<file path="src/rtl/lsu_bus_ctrl.sv">
// -----------------------------------------------------------------------------
// lsu_bus_ctrl
//   Load/store bus controller between the M-stage and the data-memory/bridge
//   bus. It checks alignment, builds lane byte-enables, replicates store data
//   onto the lanes and runs a req/gnt/rvalid handshake. It returns the raw
//   bus word plus byteen/ext_op for the downstream load extender. Only one
//   access is outstanding at a time. The M-stage stalls while req_ready=0.
//
// Parameters
//   TIMEOUT     max cycles spent in REQ+RESP before aborting (1..255)
//
// Ports
//   clk, reset          clock (rising edge), asynchronous active-low reset
//   flush               cancel the current access
//   req_valid/ready     M-stage request handshake
//   req_we/size/sign    store flag, size (00 b, 01 h, 10 w, 11 illegal), sign
//   req_addr/wdata      byte address, low-aligned store data
//   bus_req/we/addr     bus request (held until gnt), write flag, word address
//   bus_byteen/wdata    active lanes, lane-replicated store data
//   bus_gnt/rvalid      bus accept and response strobes
//   bus_rdata           bus read data
//   rsp_valid           one-cycle completion pulse
//   rsp_data/byteen     raw bus word (0 for stores/errors), access lanes
//   rsp_ext_op          registered sign request (0 for stores)
//   rsp_err             00 ok, 01 misaligned/illegal size, 10 bus timeout
// -----------------------------------------------------------------------------
module lsu_bus_ctrl #(
    parameter int unsigned TIMEOUT = 255
) (
    input  logic        clk,
    input  logic        reset,
    input  logic        flush,
    input  logic        req_valid,
    output logic        req_ready,
    input  logic        req_we,
    input  logic [1:0]  req_size,
    input  logic        req_sign,
    input  logic [31:0] req_addr,
    input  logic [31:0] req_wdata,
    output logic        bus_req,
    output logic        bus_we,
    output logic [31:0] bus_addr,
    output logic [3:0]  bus_byteen,
    output logic [31:0] bus_wdata,
    input  logic        bus_gnt,
    input  logic        bus_rvalid,
    input  logic [31:0] bus_rdata,
    output logic        rsp_valid,
    output logic [31:0] rsp_data,
    output logic [3:0]  rsp_byteen,
    output logic        rsp_ext_op,
    output logic [1:0]  rsp_err
);

    typedef enum logic [1:0] {
        ST_IDLE,
        ST_REQ,
        ST_RESP,
        ST_DONE
    } state_t;

    localparam logic [7:0] TIMEOUT_LAST = 8'(TIMEOUT - 1);

    state_t      state_q, state_d;
    logic [29:0] addr_q, addr_d;
    logic        we_q, we_d;
    logic        sign_q, sign_d;
    logic [3:0]  byteen_q, byteen_d;
    logic [31:0] wdata_q, wdata_d;
    logic [7:0]  cnt_q, cnt_d;
    logic        drop_q, drop_d;
    logic [31:0] rsp_data_q, rsp_data_d;
    logic [3:0]  rsp_byteen_q, rsp_byteen_d;
    logic        rsp_ext_op_q, rsp_ext_op_d;
    logic [1:0]  rsp_err_q, rsp_err_d;

    logic [3:0]  byteen_new;
    logic [31:0] wdata_new;
    logic        misaligned;
    logic [7:0]  cnt_inc;
    logic        timed_out;

    // Lane decode of the incoming request; size 11 has no lanes and is
    // always reported as an alignment error.
    always_comb begin
        byteen_new = 4'b0000;
        wdata_new  = req_wdata;
        misaligned = 1'b0;
        case (req_size)
            2'b00: begin
                byteen_new = 4'b0001 << req_addr[1:0];
                wdata_new  = {4{req_wdata[7:0]}};
            end
            2'b01: begin
                byteen_new = req_addr[1] ? 4'b1100 : 4'b0011;
                wdata_new  = {2{req_wdata[15:0]}};
                misaligned = req_addr[0];
            end
            2'b10: begin
                byteen_new = 4'b1111;
                misaligned = |req_addr[1:0];
            end
            default: begin
                misaligned = 1'b1;
            end
        endcase
    end

    // The counter saturates so a grant on the last allowed cycle cannot wrap
    // it back to zero while waiting for rvalid.
    assign cnt_inc   = (cnt_q == 8'hFF) ? cnt_q : cnt_q + 8'd1;
    assign timed_out = (cnt_q >= TIMEOUT_LAST);

    // Next-state logic. The rsp_* registers are only loaded on the
    // transition into DONE so they hold their value until the next DONE.
    always_comb begin
        state_d      = state_q;
        addr_d       = addr_q;
        we_d         = we_q;
        sign_d       = sign_q;
        byteen_d     = byteen_q;
        wdata_d      = wdata_q;
        cnt_d        = cnt_q;
        drop_d       = drop_q;
        rsp_data_d   = rsp_data_q;
        rsp_byteen_d = rsp_byteen_q;
        rsp_ext_op_d = rsp_ext_op_q;
        rsp_err_d    = rsp_err_q;

        case (state_q)
            ST_IDLE: begin
                cnt_d  = 8'd0;
                drop_d = 1'b0;
                if (req_valid && !flush) begin
                    addr_d   = req_addr[31:2];
                    we_d     = req_we;
                    sign_d   = req_sign;
                    byteen_d = byteen_new;
                    wdata_d  = wdata_new;
                    if (misaligned) begin
                        state_d      = ST_DONE;
                        rsp_data_d   = 32'd0;
                        rsp_byteen_d = byteen_new;
                        rsp_ext_op_d = req_sign & ~req_we;
                        rsp_err_d    = 2'b01;
                    end else begin
                        state_d = ST_REQ;
                    end
                end
            end

            ST_REQ: begin
                cnt_d = cnt_inc;
                if (bus_gnt) begin
                    // Bus has taken the request; it must be allowed to finish.
                    state_d = ST_RESP;
                    if (flush) begin
                        drop_d = 1'b1;
                    end
                end else if (flush) begin
                    state_d = ST_IDLE;
                end else if (timed_out) begin
                    state_d      = ST_DONE;
                    rsp_data_d   = 32'd0;
                    rsp_byteen_d = byteen_q;
                    rsp_ext_op_d = sign_q & ~we_q;
                    rsp_err_d    = 2'b10;
                end
            end

            ST_RESP: begin
                cnt_d = cnt_inc;
                if (flush) begin
                    drop_d = 1'b1;
                end
                if (bus_rvalid) begin
                    state_d      = ST_DONE;
                    rsp_data_d   = we_q ? 32'd0 : bus_rdata;
                    rsp_byteen_d = byteen_q;
                    rsp_ext_op_d = sign_q & ~we_q;
                    rsp_err_d    = 2'b00;
                end else if (timed_out) begin
                    state_d      = ST_DONE;
                    rsp_data_d   = 32'd0;
                    rsp_byteen_d = byteen_q;
                    rsp_ext_op_d = sign_q & ~we_q;
                    rsp_err_d    = 2'b10;
                end
            end

            ST_DONE: begin
                state_d = ST_IDLE;
                cnt_d   = 8'd0;
                drop_d  = 1'b0;
            end

            default: begin
                state_d = ST_IDLE;
            end
        endcase
    end

    // State register; reset returns to IDLE immediately, abandoning any
    // access in flight.
    always_ff @(posedge clk or negedge reset) begin
        if (!reset) begin
            state_q      <= ST_IDLE;
            addr_q       <= 30'd0;
            we_q         <= 1'b0;
            sign_q       <= 1'b0;
            byteen_q     <= 4'b0000;
            wdata_q      <= 32'd0;
            cnt_q        <= 8'd0;
            drop_q       <= 1'b0;
            rsp_data_q   <= 32'd0;
            rsp_byteen_q <= 4'b0000;
            rsp_ext_op_q <= 1'b0;
            rsp_err_q    <= 2'b00;
        end else begin
            state_q      <= state_d;
            addr_q       <= addr_d;
            we_q         <= we_d;
            sign_q       <= sign_d;
            byteen_q     <= byteen_d;
            wdata_q      <= wdata_d;
            cnt_q        <= cnt_d;
            drop_q       <= drop_d;
            rsp_data_q   <= rsp_data_d;
            rsp_byteen_q <= rsp_byteen_d;
            rsp_ext_op_q <= rsp_ext_op_d;
            rsp_err_q    <= rsp_err_d;
        end
    end

    assign req_ready  = (state_q == ST_IDLE);
    assign bus_req    = (state_q == ST_REQ);
    assign bus_we     = we_q;
    assign bus_addr   = {addr_q, 2'b00};
    assign bus_byteen = byteen_q;
    assign bus_wdata  = wdata_q;

    // A flush arriving in DONE itself also suppresses the pulse.
    assign rsp_valid  = (state_q == ST_DONE) && !drop_q && !flush;
    assign rsp_data   = rsp_data_q;
    assign rsp_byteen = rsp_byteen_q;
    assign rsp_ext_op = rsp_ext_op_q;
    assign rsp_err    = rsp_err_q;

endmodule

</file>
<file path="config.mk">
export PLATFORM = sky130hd
export DESIGN_NAME = lsu_bus_ctrl
export DESIGN_NICKNAME = d
export VERILOG_FILES = /design/src/rtl/lsu_bus_ctrl.sv
export SDC_FILE = /design/constraint.sdc
export NUM_CORES = 1
export LEC_CHECK = 0
export CAP_MARGIN = 20
export CORE_MARGIN = 2
export CORE_UTILIZATION = 46
export DETAILED_ROUTE_END_ITERATION = 7
export GPL_ROUTABILITY_DRIVEN = 0
export GPL_TIMING_DRIVEN = 0
export PLACE_DENSITY = 0.92
export SYNTH_ARGS = -nofsm -noshare
export SYNTH_HDL_FRONTEND = slang
export SYNTH_SLANG_ARGS = --single-unit
</file>
<file path="constraint.sdc">
create_clock -name clk -period 4.2 [get_ports clk]
set_input_delay 0.42 -clock clk [delete_from_list [all_inputs] [get_ports clk]]
set_output_delay 0.42 -clock clk [all_outputs]
set_load 0.02 [all_outputs]
</file>
After elaboration in Yosys (flattened, before gate mapping)
Index checks and enable logic that the tools add are counted.
{ "totals": {"register_bits": 118, "in_bits": 106, "output_inout_bits": 111, "wordCells": 89} }
{ "classes": {"n_addsub": 1, "n_lt_le_gt_ge": 1, "n_eq_ne": 12, "shifts": 1, "n_mux": 45, "n_bitwise": 4, "reduce_logical": 13} }
{ "ops": {"columns": ["cell", "count"], "rows": [
  ["32-bit 2-to-1 mux", 7],
  ["32-bit case mux with 3 select lines", 1],
  ["32-bit case mux with 2 select lines", 1],
  ["4-bit 2-to-1 mux", 7],
  ["2-bit 2-to-1 mux", 12],
  ["4-bit case mux with 3 select lines", 2],
  ["8-bit case mux with 2 select lines", 1],
  ["1-bit case mux with 3 select lines", 3],
  ["8-bit by 1-bit adder with 8-bit output (second input constant)", 1],
  ["8-bit equality test (second input constant)", 1],
  ["8-bit >= comparator (second input constant)", 1],
  ["1-bit 2-to-1 mux", 8],
  ["8-bit 2-to-1 mux", 1],
  ["2-bit case mux with 4 select lines", 1],
  ["2-bit equality test (second input constant)", 3],
  ["2-bit by 1-bit inequality test with 1-bit output (second input constant)", 3],
  ["2-bit inequality test (second input constant)", 3],
  ["2-bit case mux with 3 select lines", 1],
  ["2-bit OR reduction", 3],
  ["5-bit AND reduction", 1],
  ["2-bit by 1-bit equality test with 1-bit output (second input constant)", 2],
  ["2-bit logical NOT", 2],
  ["1-bit by 2-bit left shift with 4-bit output (first input constant)", 1],
  ["1-bit logical AND", 3],
  ["5 further kinds", 8]
]} }

Depth between registers and ports, before layout
{ "depth": {"ltp_word": 6, "ltp_mapped": 9, "depth_no_buf": 6} }

Worst setup path before layout
OpenSTA, ideal clock, no wires.
{ "synth_path": {"path_kind": "flip-flop to flip-flop", "start": "register state_q[0]", "end": "register rsp_data_q[0], in the netlist rsp_data[0]", "setup_ns": 0.121, "arrival_time_ns": 1.975, "required_ns": 4.079, "path_slack_ns": 2.104, "path_stages_with_launch": 9, "path_buffers": 2, "period_less_slack_ns": 2.096, "cell_sequence": "dfrtp_1 inv_1 ha_1 buf_6 o21ai_0 and3_1 o211ai_2 buf_2 a22o_1"} }
{ "synth_between": {"elab_chain_len": 3, "elab_cells_between_ends": 10, "cone_classes": "eq/ne (6); mux (1); reduce/logical (3)"} }
{ "synth_rtl": {"columns": ["element", "line", "rtl"], "rows": [
  ["from (decl)", "64", "state_t state_q, state_d;"],
  ["from (signal assigned)", "220", "state_q <= state_d;"],
  ["2-bit logical NOT *", null, null],
  ["via req_ready", "34", "output logic req_ready,"],
  ["2-bit by 1-bit inequality test with 1-bit output (no line) or 3-bit nonzero test (tied branches)", null, null],
  ["5-bit AND reduction (no line)", null, null],
  ["to (signal assigned)", "228", "rsp_data_q <= rsp_data_d;"],
  ["to (decl)", "72", "logic [31:0] rsp_data_q, rsp_data_d;"]
]} }
The timed path passes the listed nets; every way through them passes the cells marked *.
A chain may end at the register's enable or synchronous reset.

Worst setup path after layout
{ "layout_path": {"start": "register state_q[1]", "end": "register rsp_data_q[29], in the netlist rsp_data[29]"} }
{ "layout_between": {"elab_chain_len": 3, "elab_cells_between_ends": 10, "cone_classes": "eq/ne (6); mux (1); reduce/logical (3)"} }
{ "layout_rtl": {"columns": ["element", "line", "rtl"], "rows": [
  ["2-bit by 1-bit equality test with 1-bit output (tied with other cells)", "130", "case (state_q)"],
  ["2-bit inequality test (no line) (tied with other cells)", null, null],
  ["5-bit AND reduction (no line)", null, null]
]} }
Several ways; a longest one is shown, not always the timed one.

==> run metrics <==
Mapped Cells 416; ys flop type dfrtp_1; Vias/cell 5.44; HP Class in2reg; pre-CTS setup slack 1.62 ns; PortBufs 212; Diodes inserted 0; Netlist cell types 49; largest net degree at the start of global routing 69; clk_lat worst skew 0.52 ns; flops & latches, synth 118; CTS buffer count 17; crit path capture type register; Rows 38; Die Span X 110 um; unrepaired setup endpoints after global routing no; fmax 396 MHz; Final Instance Count excl. Fillers 802; post-layout minimum cycle time 2.53 ns; clock slew at reported path FFs 0.06 ns; area added between synthesis and finish 55.8%; Slew @ Worst Pin 0.734 ns; Final Slew Violations 0; post-synth top area share 57.6%; complex-gate fraction of the synthesized area 15.4%; final worst slack 1.67 ns; # setup viols final 0; Placed Area 0.00745 mm^2; Design Area, Final 0.00799 mm^2; synthesized area per cell 12.3 um^2; initial antenna violation count 0; status complete, no violations; Iteration-0 DRC Markers 151; WL/cell 18.3 um; register area 0.00295 mm^2; grt ovf 0; post-route ant nets 0; Post-Syn Area 0.00513 mm^2; Yosys warning count 0; die area 0.0120 mm^2; Pleak 3.49 nW; CP startpoint kind register; placed wire-length estimate 10.8 mm; CTS tree built; top cells by area, synth dfrtp_1 58%, mux2_2 8.8%, a22o_1 5.6%; area leader, netlist dfrtp_1; mux contribution to synthesized area 13.5%; leading cell type in the layout, fill and taps excluded clkdlybuf4s50_1; total wire length 14.7 mm; first-pass iteration count of the detailed router 4; core area 0.0108 mm^2; Synth Area in Simple Gates 7.79%; clock sinks 118; critical path class reg2reg; nets 763; Worst Path Max Fanout 10; largest family of logic cells by synthesized area compound AO/OA/AOI/OAI gates; reg-to-reg slack, setup 1.67 ns; Die H 110 um; share of post-route cells with drive strength above 1 13.0%; Multi-input gate area 0.00199 mm^2; Rel. slew slack 50.8%; worst-case clock skew 0.0116 ns; Post-synth EDFFs 0; Tot Pwr 5.72 mW; ratio of total power to cell area 716 mW/mm^2; Hold Vio Cnt, Final 0; Period Utilization, post-route 60.2%; Adder-Cell Fraction of Synth Area 1.71%; num ports 217; Post-CTS Resized 0; Req. time, crit path 4.60 ns; register area share after synthesis 57.6%; crit path DAT 2.93 ns; Synth async-reset ratio 100%; vias 4364; vias in the first global route 4523; post-layout util 73.7%; all-layer global routing usage 25.2%; placed cells 770; H-tree depth 4; maxcap violations 0; CTS Buffer Depth 2; most frequent cells in the layout 211 x clkdlybuf4s50_1, 118 x dfrtp_1, 40 x mux2_2, 33 x o21ai_0, 33 x a22o_1; Starting Density 47.3%; Synth Area in XOR/XNOR 0.342%; Layout fillers 725; number of remaining DRC errors 0; first-pass GRT wire length 22.9 mm; Max VDD drop 0.000506 V; root buffer cell clkbuf_8
[cells by family after synthesis]
kind of cell / after synthesis
AOI/OAI and AO/OA: 113
adders and majority gates: 7
buffers and inverters: 33
xor gates and xnor gates: 2
DFF: 118
and+or+nand+nor: 78
other: 1
muxes: 64
[synth_stat cells, types with 3 or more instances]
cell type and number:
a211oi_1 3, a21oi_1 13, a221o_1 5, a22o_1 33, a31oi_1 8, and3_1 3, buf_1 3, buf_2 6
buf_4 4, buf_6 5, clkbuf_1 8, dfrtp_1 118, ha_1 7, inv_1 7, mux2_2 40, mux2i_1 24
nand2_1 32, nand2b_1 4, nand3_1 5, nor2_1 15, nor3_1 3, o21ai_0 33, o31ai_1 3
[per-stage QoR]
stage | hold slack [ns] | TNS (ns)
3_3_place_gp | 0.460 | -186.58
2_1_floorplan | 0.124 | 0
6_report | 0.321 | 0
5_1_grt | 0.363 | 0
3_5_place_dp | 0.476 | 0
4_1_cts | 0.298 | 0
[report_power, final]
part           switching, mW  total [mW]  internal (mW)
Combinational           1.33        2.57           1.24
Sequential             0.275        1.86           1.58
Clock                  0.470        1.29          0.824
[layer usage]
metal | GRT usage, % | vias up | wire length (um)
li1 | - | 2004 | -
met1 | 28.5 | 2152 | 5520
met2 | 43.7 | 183 | 7760
met3 | 8.77 | 25 | 1160
met4 | 9.49 | 0 | 277
met5 | 0 | - | 0
[path summary, 6_finish.rpt]
| kind | startpoint | end | cells after the start |
|---|---|---|---|
| max | state_q[1]$_DFFE_PN0P_ | rsp_data[29]$_DFFE_PN0P_ | 8 |
| min reg2reg | bus_wdata[22]$_DFFE_PN0P_ | bus_wdata[22]$_DFFE_PN0P_ | 2 |
| min | req_size[1] | bus_byteen[3]$_DFFE_PN0P_ | 4 |
| max reg2reg | state_q[1]$_DFFE_PN0P_ | rsp_data[29]$_DFFE_PN0P_ | 8 |
| max in group asynchronous | reset | bus_wdata[23]$_DFFE_PN0P_ | 3 |
| min in group asynchronous | reset | rsp_data[15]$_DFFE_PN0P_ | 2 |
[repair_timing]
| action | CTS | global route |
|---|---|---|
| hold buffers | 1 | 0 |
| setup buffers | 0 | 0 |
| endpoints found under the hold margin | 50 | 0 |
[registers in the layout (all words and copies together), names as in the netlist, 2 cells and up]
name / cells
addr_q: 30
bus_byteen: 4
bus_wdata: 32
cnt_q: 8
rsp_byteen: 4
rsp_data: 32
rsp_err: 2
state_q: 2
[cell type report]
cell class                      count  share of cell area, %
Buffer                             26                   1.97
Tap cell                          140                   2.19
Timing Repair Buffer              214                   27.0
Clock buffer                       27                   6.03
Clock inverter                      4                  0.564
Inverter                            7                  0.329
Sequential cell                   118                   37.0
Multi-Input combinational cell    266                   24.9
[worst max-delay path: stages (launching register included)]
cell and delay [ns]:
dfrtp_1 0.44, inv_1 0.11, ha_1 0.22, buf_6 0.15
nor2b_4 0.12, a22oi_1 0.43, o211ai_2 0.37, buf_2 0.30
a22o_1 0.26
No activity file was read; power rests on OpenSTA's default activity.
